===== src/rtl/mfp_ahb_sevenseg_scanner.sv =====
// Eight-digit seven-segment scan controller: guarded per-digit multiplexing
// with a double-buffered frame that only switches at the end of a full scan.
module mfp_ahb_sevenseg_scanner #(
    parameter int DIV_CYCLES   = 50000,
    parameter int GUARD_CYCLES = 500,
    parameter int CNT_W        = 17
) (
    input  logic        HCLK,
    input  logic        HRESETn,
    input  logic        upd_valid,
    input  logic [47:0] upd_codes,
    input  logic [7:0]  upd_en,
    output logic        upd_ready,
    output logic [5:0]  disp_code,
    output logic [7:0]  disp_an_n,
    output logic        frame_done
);

    typedef enum logic {ST_GUARD = 1'b0, ST_ON = 1'b1} state_t;

    localparam logic [CNT_W-1:0] GUARD_LAST = CNT_W'(GUARD_CYCLES - 1);
    localparam logic [CNT_W-1:0] DIV_LAST   = CNT_W'(DIV_CYCLES - 1);
    localparam logic [CNT_W-1:0] CNT_ONE    = CNT_W'(1);

    state_t           state_q;
    logic [CNT_W-1:0] cnt_q;
    logic [2:0]       digit_q;
    logic [7:0][5:0]  act_codes_q;
    logic [7:0]       act_en_q;
    logic [7:0][5:0]  pend_codes_q;
    logic [7:0]       pend_en_q;
    logic             pend_full_q;
    logic             ready_q;
    logic [7:0]       an_q;
    logic [5:0]       code_q;
    logic             done_q;
    logic             accept_s;
    logic             boundary_s;

    assign accept_s   = upd_valid && ready_q;
    assign boundary_s = (state_q == ST_ON) && (cnt_q == DIV_LAST) && (digit_q == 3'd7);

    assign upd_ready  = ready_q;
    assign disp_code  = code_q;
    assign disp_an_n  = an_q;
    assign frame_done = done_q;

    // Scan FSM: phase counter, digit index and the registered anode/code drive.
    always_ff @(posedge HCLK or negedge HRESETn) begin
        if (!HRESETn) begin
            state_q <= ST_GUARD;
            cnt_q   <= '0;
            digit_q <= 3'd0;
            an_q    <= 8'hFF;
            code_q  <= 6'h3F;
            done_q  <= 1'b0;
        end else begin
            done_q <= boundary_s;
            case (state_q)
                ST_GUARD: begin
                    if (cnt_q == GUARD_LAST) begin
                        state_q <= ST_ON;
                        cnt_q   <= '0;
                        an_q    <= act_en_q[digit_q] ? ~(8'b1 << digit_q) : 8'hFF;
                        code_q  <= act_codes_q[digit_q];
                    end else begin
                        cnt_q   <= cnt_q + CNT_ONE;
                    end
                end
                ST_ON: begin
                    // Anode and code blank on the same edge, so no digit ever sees a stale code.
                    if (cnt_q == DIV_LAST) begin
                        state_q <= ST_GUARD;
                        cnt_q   <= '0;
                        digit_q <= digit_q + 3'd1;
                        an_q    <= 8'hFF;
                        code_q  <= 6'h3F;
                    end else begin
                        cnt_q   <= cnt_q + CNT_ONE;
                    end
                end
                default: begin
                    state_q <= ST_GUARD;
                    cnt_q   <= '0;
                    digit_q <= 3'd0;
                    an_q    <= 8'hFF;
                    code_q  <= 6'h3F;
                end
            endcase
        end
    end

    // Frame buffers: capture into the pending slot, promote to active only at the boundary.
    always_ff @(posedge HCLK or negedge HRESETn) begin
        if (!HRESETn) begin
            act_codes_q  <= {8{6'h3F}};
            act_en_q     <= 8'h00;
            pend_codes_q <= '0;
            pend_en_q    <= 8'h00;
            pend_full_q  <= 1'b0;
            ready_q      <= 1'b1;
        end else if (accept_s) begin
            pend_codes_q <= upd_codes;
            pend_en_q    <= upd_en;
            pend_full_q  <= 1'b1;
            ready_q      <= 1'b0;
        end else if (boundary_s && pend_full_q) begin
            act_codes_q  <= pend_codes_q;
            act_en_q     <= pend_en_q;
            pend_full_q  <= 1'b0;
            ready_q      <= 1'b1;
        end
    end

endmodule


===== config.mk =====
export PLATFORM = sky130hd
export DESIGN_NAME = mfp_ahb_sevenseg_scanner
export DESIGN_NICKNAME = d
export VERILOG_FILES = /design/src/rtl/mfp_ahb_sevenseg_scanner.sv
export SDC_FILE = /design/constraint.sdc
export NUM_CORES = 1
export LEC_CHECK = 0
export CAP_MARGIN = 25
export CORE_UTILIZATION = 42
export CTS_BUF_LIST = sky130_fd_sc_hd__clkbuf_16
export DETAILED_ROUTE_END_ITERATION = 10
export PLACE_DENSITY = 0.59
export SLEW_MARGIN = 10
export SYNTH_ARGS = -nofsm -noshare
export SYNTH_HDL_FRONTEND = slang
export SYNTH_SLANG_ARGS = --single-unit

===== constraint.sdc =====
create_clock -name HCLK -period 2.9 [get_ports HCLK]
set_input_delay 0.435 -clock HCLK [delete_from_list [all_inputs] [get_ports HCLK]]
set_output_delay 0.435 -clock HCLK [all_outputs]
set_load 0.02 [all_outputs]

== Word-level counts from Yosys, hierarchy flattened ==
Cells that the tools add are included.

* Magnitude comparators: 1
* Mux-type cells: 21
* Bitwise operators: 3
* Add/subtract/negate cells: 2
* Equal/unequal tests: 5
* Reductions and logical operators: 8
* Shifts and indexed selects: 1

{| class="wikitable"
|+ Operators with widths
! operator !! count
|-
| 17-bit 2-to-1 mux || 2
|-
| 17-bit one-hot mux with 2 select lines || 1
|-
| 8-bit 2-to-1 mux || 3
|-
| 6-bit binary-select mux with 3-bit select || 1
|-
| 6-bit 2-to-1 mux || 3
|-
| 17-bit by 1-bit adder with 17-bit output (second input constant) || 1
|-
| 17-bit by 16-bit == test with 1-bit output (second input constant) || 1
|-
| 17-bit by 9-bit == test with 1-bit output (second input constant) || 1
|-
| 8-bit one-hot mux with 2 select lines || 1
|-
| 6-bit one-hot mux with 2 select lines || 1
|-
| 8-bit inverter || 1
|-
| 1-bit by 3-bit << shifter with 8-bit output (first input constant) || 1
|-
| 1-bit 2-to-1 mux || 7
|-
| 2-bit AND reduction || 3
|-
| 1-bit logical AND || 4
|-
| 3-bit by 4-bit less-than comparator with 1-bit output (second input constant) || 1
|-
| 3-bit by 1-bit adder with 3-bit output (second input constant) || 1
|-
| 1-bit binary-select mux with 3-bit select || 1
|-
| 3-bit == test (second input constant) || 1
|-
| 2-bit by 1-bit != test with 1-bit output (second input constant) || 1
|-
| 2-bit != test (second input constant) || 1
|-
| 1-bit inverter || 2
|-
| 1-bit one-hot mux with 2 select lines || 1
|-
| 2-bit nonzero test || 1
|}

* Register bits after elaboration: 150
* Input bits: 59
* Output and inout port bits: 16
* Word-level logic and storage cells: 67

== Longest topological paths before layout ==
Gate-level depths: netlist (run 1).

* Depth in word-level cells: 6
* Mapped depth: 8

== Worst setup path after synthesis (run 1) ==
Ideal clock, no wire load.

* Path kind: register to register
* Start: reg cnt_q[0]
* End: reg an_q[2] (netlist: disp_an_n[2])
* Period minus slack after synthesis: 2.197 ns
* Arrival: 2.115 ns
* Stages on the path, launching flop included: 8
* Path buffers: 2
* Path slack: 0.703 ns
* Path through: dfrtp_1 ha_1 or4b_1 nor4_1 o21a_1 buf_2 buf_4 mux2_2

* Longest elaborated chain between the ends: 3
* Elaborated cells between the ends (all ways): 5
* Classes of those cells: eq/ne: 4; reduce/logical: 1

{| class="wikitable"
|+ RTL lines
! element !! line !! RTL
|-
| start, declared || 26 || <nowiki>logic [CNT_W-1:0] cnt_q;</nowiki>
|-
| start signal, assigned || 67 || <nowiki>cnt_q <= cnt_q + CNT_ONE;</nowiki>
|-
| start signal, assigned || 79 || <nowiki>cnt_q <= cnt_q + CNT_ONE;</nowiki>
|-
| 17-bit by 9-bit == test with 1-bit output or 17-bit by 16-bit == test with 1-bit output (tied branches) || 61, 72 ||
|-
| 2-bit != test (no source line) or 2-bit by 1-bit != test with 1-bit output (tied branches) || n/a ||
|-
| 2-bit AND reduction (no source line) (*) || n/a ||
|-
| end signal, assigned || 64 || <nowiki>an_q <= act_en_q[digit_q] ? ~(8'b1 << digit_q) : 8'hFF;</nowiki>
|-
| end, declared || 34 || <nowiki>logic [7:0] an_q;</nowiki>
|}

Mark *: on every way between the ends. The rest lies on a longest branch, timed or not.
A chain may end at the register's enable or synchronous reset.

== Final worst setup path (run 1) ==
* Start: reg cnt_q[0]
* End: reg code_q[2] (netlist: disp_code[2])

* Longest elaborated chain between the ends: 3
* Elaborated cells between the ends (all ways): 5
* Classes of those cells: eq/ne: 4; reduce/logical: 1

{| class="wikitable"
|+ RTL lines
! element !! line !! RTL
|-
| 17-bit by 9-bit == test with 1-bit output or 17-bit by 16-bit == test with 1-bit output (tied branches) || 61, 72 ||
|-
| 2-bit != test (no source line) or 2-bit by 1-bit != test with 1-bit output (tied branches) || n/a ||
|-
| 2-bit AND reduction (no source line) (*) || n/a ||
|-
| end signal, assigned || 65 || <nowiki>code_q <= act_codes_q[digit_q];</nowiki>
|-
| end, declared || 35 || <nowiki>logic [5:0] code_q;</nowiki>
|}

Marks and branches as above.

==> impl_summary.md, run 1 <==
Floorplan
The area of the die is 16100 um^2. The die outline width is approximately 130 um. The number of placement rows is 45. The count of boundary I/O pins is 75. The core region is 15200 um^2. The die is 127 um tall. The initial cell density of the core is 43.1%.

Timing
The final clock skew is roughly 0.0075 ns. The transition at the pin with the smallest max-transition slack is 0.770 ns. The number of slew-limit violations in the final report was 0. The peak clock frequency supported by timing is between 400 and 500 MHz. Setup total negative slack on the finished layout was measured at 0 ns. The setup-violating endpoint count in the final report is 0. The relative slew slack is between 40% and 50%. The minimum clock period after layout is 2.27 ns. The fraction of the cycle the final worst path needs is 78.4%.

Setup repair after global routing left no endpoint under its margin. The hold violation total from the final report was 0.

Detailed routing
The first-iteration detailed-routing DRC count is between 100 and 150. After detailed routing, the average wire length per cell comes to 16.8 um. The first detailed-routing pass took 4 iterations. The number of antenna-violating nets in the routed design is 0.

For this block, the routed nets add up to 12100 um of wire. The total number of vias is 3693. The mean number of vias per cell is between 5 and 6. For this run, design rule violations remaining after detail routing come to 0.

Power
The worst IR drop on VDD is 0.000423 V. Internal power comes to about 3600 uW. The clock power share is 47.7%. Per report_power, the combinational group accounts for 4.1% of the total. The total power per unit cell area is 563 nW/um^2. The overall power of the completed layout is ~4600 uW. The switching power is 941 uW. Of the total power, registers draw 48.2%. For this design the static power due to leakage is 0.00360 uW. The switching share of total power is 20.6%.

Setup path
The startpoint class of the critical path is a flip-flop. The data arrival time of the critical path is 2.61 ns. The required time of the critical path is 3.24 ns.

The critical path is of the reg -> reg type. The kind of end point of the critical path is a flip-flop. The peak fanout along the critical path is 13.

Min path
The tightest min-delay check is of the reg -> reg type.

CTS
In this run the clock root is driven by a clkbuf_16. The post-cts sizing count is 0. The total CTS buffers is 17. The total number of clock tree sinks is 150. The clock passes through at most 2 buffers.

The clock latency on the worst-skew pair is between 0.4 and 0.5 ns. The CTS tree is built. The clock-pin slew reported for the worst setup and hold paths after clock tree synthesis is about 0.06 ns.

CTS built an H-tree with a depth of 4.

Yosys
The largest total area in the synthesized netlist belongs to dfrtp_1. In the synthesized netlist the async set-or-reset flop fraction comes to 100%. The instance count of the mapped netlist is 436. The netlist uses 40 different library cells. Yosys printed 0 warnings. The net count after synthesis is 502. The synthesized netlist occupies a cell area of 6550 um^2. The most frequently used flop master after synthesis is dfrtp_1.

Summing the sequential cell areas from Yosys gives 58.5% of the chip area. Ranked by total cell area, the synthesized netlist is headed by dfrtp_1 33%, dfstp_2 25%, mux2_2 16%, mux2_4 6.6%, mux4_2 3.1%. Averaged over all synthesized cells, the footprint is ~15 um^2.

The number of enable-type register cells in the synthesized netlist is 0. Of the post-synthesis cell area, the dominant cell type holds around a third. Counting flops and latches in the post-synthesis netlist gives 150.

Global route
Global routing used 16.8% of the available tracks across all layers. Entering global routing, the biggest net connects 72 pins. For this run the aggregate overflow at the end of global routing stands at 0. The wire length of the first global-routing pass is 20600 um.

The number of global-route vias before repair was roughly 3900. The initial antenna violation count is 0.

Run status
The run finished with clean final reports.

Final layout
In the layout the commonest cells are 95 x mux2_2, 87 x dfrtp_1, 73 x clkdlybuf4s50_1, 63 x dfstp_2, 29 x mux2_4. In the final design database the tool counted 584 nets. Leaving out fill and tap cells, the most frequent cell in the layout is mux2_2. In the final layout, the share of cells above drive strength 1 is 45.0%. The repair_antennas step left the layout with diodes totalling 0. The area added between synthesis and finish is 23.8%.

Place
After legalization and detailed placement, the total HPWL measured slightly above 8000 um. The count of buffers added on input and output ports is 74. The final weighted congestion of routability-driven global placement is 0.832.

Run
Across the run, the number of max-cap violations was 0.
==> path summary, 6_finish.rpt <==
check,startpoint,endpoint,slack [ns],cells after the start
worst max-delay path,cnt_q[0],disp_code[2],0.63,6
worst min-delay path,disp_an_n[7],disp_an_n[7],0.47,2
worst max register to register,cnt_q[0],disp_code[2],0.63,6
worst min register to register,disp_an_n[7],disp_an_n[7],0.47,2
max in group asynchronous,HRESETn,act_codes_q[34],1.52,3
min in group asynchronous,HRESETn,pend_en_q[2],0.49,2
==> area by class of cell <==
class	instances	area (um^2)
clock inverter	15	165
sequential	150	3830
fill	1278	7090
timing repair buffer	83	837
multi-input combinational	254	2570
clock buffer	17	425
inverter	12	45.0
tap	188	235
==> flip-flops by register name, indices dropped and copies added, names as in the netlist <==
signal	cells
act_codes_q	48
pend_codes_q	48
cnt_q	17
act_en_q	8
disp_an_n	8
pend_en_q	8
disp_code	6
digit_q	3
frame_done	1
pend_full_q	1
state_q	1
upd_ready	1
==> critical path, cell delays in order (launching register included) <==
cell and delay, ns:
dfrtp_1 0.38, ha_1 0.25, or4b_1 0.44, nor4_1 0.32
o21a_1 0.22, buf_4 0.21, mux2_2 0.35
==> Yosys cell counts (all sizes together), types with 7 or more instances <==
master,number
mux2,124
dfrtp,87
dfstp,63
nor2,16
mux2i,15
nand2,13
inv,12
xnor2,11
buf,10
clkbuf,10
nand3,10
mux4,9
nand4,8
ha,7
==> cells by family (layout without fill, tap and decap cells) <==
logic type | after synthesis | after routing | synth area share (%)
AO/OA/AOI/OAI | 19 | 19 | 1.97
XOR/XNOR | 15 | 15 | 2.00
adder cells (fa/ha/maj) | 7 | 7 | 1.34
buffers and inverters | 32 | 127 | 2.37
flip-flops | 150 | 150 | 58.5
multiplexers | 148 | 148 | 28.4
AND/OR/NAND/NOR | 65 | 65 | 5.48
==> metrics by stage <==
stage	std cells	util (%)	setup WS, ns	hold WS [ns]	instance area, um^2
after floorplan	436	-	0.703	0.139	6550
after global placement	686	49.4	0.652	0.347	7510
after detailed placement	686	49.4	0.649	0.357	7510
after CTS	719	53.4	0.626	0.474	8120
after global routing	719	53.4	0.458	0.485	8120
final	719	53.4	0.626	0.474	8120
==> power by group through the flow <==
| stage | clock [uW] | sequential, uW | combinational [uW] |
|---|---|---|---|
| 2_1_floorplan | 0 | 2220 | 61.1 |
| 3_3_place_gp | 0 | 2240 | 187 |
| 3_5_place_dp | 0 | 2240 | 193 |
| 4_1_cts | 2240 | 2210 | 195 |
| 5_1_grt | 2330 | 2210 | 209 |
| 6_report | 2180 | 2200 | 188 |
==> layer usage <==
layer | wire (um) | up-vias | track usage (%)
met5 | 0 | - | 0
met4 | 243 | 0 | 7.42
met3 | 379 | 20 | 4.18
met2 | 5870 | 64 | 26.7
met1 | 5620 | 1882 | 22.0
li1 | - | 1727 | -
==> timing repair <==
action                                 CTS  global route
endpoints found under the hold margin   25             0
setup buffers                            0             0
hold buffers                             1             0
(Power assumes the default switching activity.)
==> inputs of run 2 (changes only) <==
- PLACE_DENSITY: 0.59 -> 0.61
- clock period: 2.9 -> 2 ns (I/O delays scaled with it)
==> impl_summary.md, run 2 (synthesis results as in run 1) <==
Run status
Result of the run: finished, violations left (was complete, no violations). The final reports fail on negative setup slack.

Place
The half-perimeter wire length after detailed placement is 8850 um (was 8200 um). The number of buffers inserted by port buffering came to 74 (unchanged). The worst slack at placement was -0.0347 ns (was 0.649 ns). The final weighted congestion of routability-driven global placement is 0.790 (was 0.832).

Global route
The aggregate global routing overflow came to 0 (unchanged). The all-layer global routing usage is 17.6% (was 16.8%). The wire length of the first global-routing pass is 21300 um (was 20600 um).

The maximum number of pins on one net before global-route repair came to 48 (was 72). The number of global-route vias before repair is 4136 (was 3866). The initial antenna violation count is 0 (unchanged).

Final layout
The most common library cell in the layout ignoring fill and taps is dfrtp_1 (was mux2_2). The layout filler cell count is 1270 (was 1278). Most frequent cells in the layout: 87 x dfrtp_1, 84 x mux2_2, 73 x clkdlybuf4s50_1, 63 x dfstp_2, 40 x mux2_4 (was 95 x mux2_2, 87 x dfrtp_1, 73 x clkdlybuf4s50_1, 63 x dfstp_2, 29 x mux2_4).

The post-route core utilization is 56.4% (was 53.4%). The share of post-route cells with drive strength above 1 is 50.3% (was 45.0%). The layout net count is 620 (was 584).

The area added between synthesis and finish was 30.9% (was 23.8%). Largest regs: act_codes_q x48, pend_codes_q x48, cnt_q x17 (unchanged). The total inserted antenna cells is 0 (unchanged).

Detailed routing
The first-iteration detailed-routing DRC count is 209 (was 122). The number of antenna-violating nets in the routed design came to 0 (unchanged). The wire length per cell was 17.0 um (was 16.8 um).

The number of DRC violations after detailed routing is 0 (unchanged). The total wirelength of the detailed-routed design is 12800 um (was 12100 um). The mean number of vias per cell is 5.11 (was 5.14). The total number of vias is 3860 (was 3693). The number of detailed-routing iterations run before antenna repair is 4 (unchanged).

Setup path
The peak fanout along the critical path is 28 (was 13). The cell with the largest stage delay on the worst path is or4b_4 (was or4b_1). The stage delay of the slowest cell on the critical path was 0.56 ns (was 0.44 ns). The startpoint class of the critical path is a flip-flop (unchanged).

The kind of end point of the critical path was a flip-flop (unchanged). The worst flop-to-flop path startpoint is cnt_q[7] (was cnt_q[0]). List of cells traversed by the critical path: or4b_4 > nor4_4 > nand3_4 > buf_12 > mux2_4 (was ha_1 > or4b_1 > nor4_1 > o21a_1 > buf_4 > mux2_2). The worst-case register-to-register setup slack is -0.05 ns (was 0.63 ns). The required time of the critical path was 2.35 ns (was 3.24 ns). The endpoint of the worst register-to-register path is act_codes_q[30] (was disp_code[2]). The data arrival time of the critical path is 2.39 ns (was 2.61 ns). The start-to-end type of the worst setup path is reg -> reg (unchanged). The number of cells on the worst reg-to-reg path came to 5 (was 6).

CTS
The clock latency on the worst-skew pair was 0.42 ns (about the same). The number of buffers on the longest clock path is 2 (unchanged). The CTS tree is built (unchanged). The total number of clock tree sinks is 150 (unchanged). The maximum level of the CTS H-tree is 4 (unchanged). The root buffer selected by CTS is clkbuf_16 (unchanged). The clock-pin slew reported for the worst setup and hold paths after clock tree synthesis was 0.06 ns (about the same). The total CTS buffers is 17 (unchanged).

Timing
The setup-violating endpoint count in the final report is 46 (was 0). Setup repair after global routing missed its margin: yes (was no). The peak clock frequency supported by timing is 488 MHz (was 440 MHz). The worst-case setup margin in the final layout came to -0.0478 ns (was 0.626 ns). The setup TNS is -1.38 ns (was 0 ns). The minimum clock period after layout is 2.05 ns (was 2.27 ns). The relative slew slack is 70.4% (was 48.7%). The number of slew-limit violations in the final report was 0 (unchanged).

The transition at the pin with the smallest max-transition slack is 0.444 ns (was 0.770 ns). The smallest hold slack is 0.340 ns (was 0.474 ns). The fraction of the cycle the final worst path needs is 102% (was 78.4%). The hold violation total from the final report is 0 (unchanged).

The final clock skew came to 0.00580 ns (was 0.00746 ns).

Power
The overall power of the completed layout is 6910 uW (was 4570 uW). The leakage power summed over all cells is 0.00385 uW (was 0.00360 uW). The total power per unit cell area came to 806 nW/um^2 (was 563 nW/um^2). The worst IR drop on VDD is 0.000635 V (was 0.000423 V).

Floorplan
The placeable core region is 15200 um^2 (unchanged). The die outline width is 127 um (unchanged). The area of the die is 16100 um^2 (unchanged).

The floorplan die height came to 127 um (unchanged). The number of placement rows is 45 (unchanged). The count of boundary I/O pins is 75 (unchanged). The initial cell density of the core is 43.1% (unchanged).

Min path
The type of the most critical hold path is in -> async (was reg -> reg).

Run
The max-capacitance violation count is 0 (unchanged).
-- run 2: cell count changes in the layout (fill, tap and decap cells not counted), moves of 2 or more --
cell | previous run | this run
nor4_1 | 2 | 0
mux2_4 | 29 | 40
buf_6 | 1 | 6
buf_4 | 6 | 34
or4b_1 | 2 | 0
mux2_2 | 95 | 84
clkinvlp_4 | 6 | 4
bufinv_16 | 3 | 5
buf_12 | 2 | 5
or4b_4 | 0 | 2
-- run 2: cell type report --
| cell class | instances | area (um^2) | area share (%) |
|---|---|---|---|
| Sequential cell | 150 | 3830 | 44.7 |
| Multi-Input combinational cell | 254 | 2660 | 31.0 |
| Timing Repair Buffer | 119 | 1160 | 13.6 |
| Clock buffer | 17 | 425 | 4.96 |
| Tap cell | 188 | 235 | 2.74 |
| Clock inverter | 15 | 211 | 2.47 |
| Inverter | 12 | 45.0 | 0.525 |
-- run 2: worst max path at each step --
stage	start	endpoint	slack, ns	cells after the start
finish	cnt_q[7]	act_codes_q[30]	-0.05	5
global route	cnt_q[7]	act_en_q[3]	-0.11	5
CTS	cnt_q[7]	act_en_q[4]	-0.05	5
detailed placement	cnt_q[7]	act_codes_q[43]	-0.03	5
global placement	cnt_q[1]	disp_an_n[4]	-0.03	6
floorplan	cnt_q[7]	act_codes_q[24]	-0.1	6
-- run 2: stage by stage --
stage,cells,instance area (um^2)
detailed placement,718,7800
global placement,718,7800
finish,755,8580
floorplan,436,6580
CTS,751,8490
global route,755,8580
-- run 2: per-layer routing --
layer	global-route usage (%)	wire length (um)	up-vias
met5	0	0	-
met4	7.14	212	0
met3	4.64	421	18
met2	28.8	6370	62
met1	22.3	5830	1981
li1	-	-	1799
-- run 2: repair_timing --
| item | in CTS | in global routing |
|---|---|---|
| pin swaps | 3 | 2 |
| setup buffers | 0 | 3 |
| endpoints found under the setup margin | 66 | 84 |
| hold buffers | 1 | 0 |
| gates cloned | 0 | 1 |
| resized for setup | 9 | 16 |
| hold endpoints to repair | 22 | 0 |
-- run 2: power breakdown --
group / switching (uW) / internal (uW) / leakage (uW)
registers: 56.1 / 3140 / 0.00180
logic: 97.6 / 184 / 0.00174
clock network: 1230 / 2200 / 0.000303
-- run 2: worst max-delay path: cells and delay by family, from the launching register on --
| kind | cells | cell delay, ns |
|---|---|---|
| simple gates | 3 | 1.06 |
| flops | 1 | 0.37 |
| mux | 1 | 0.32 |
| buf+inv | 1 | 0.20 |
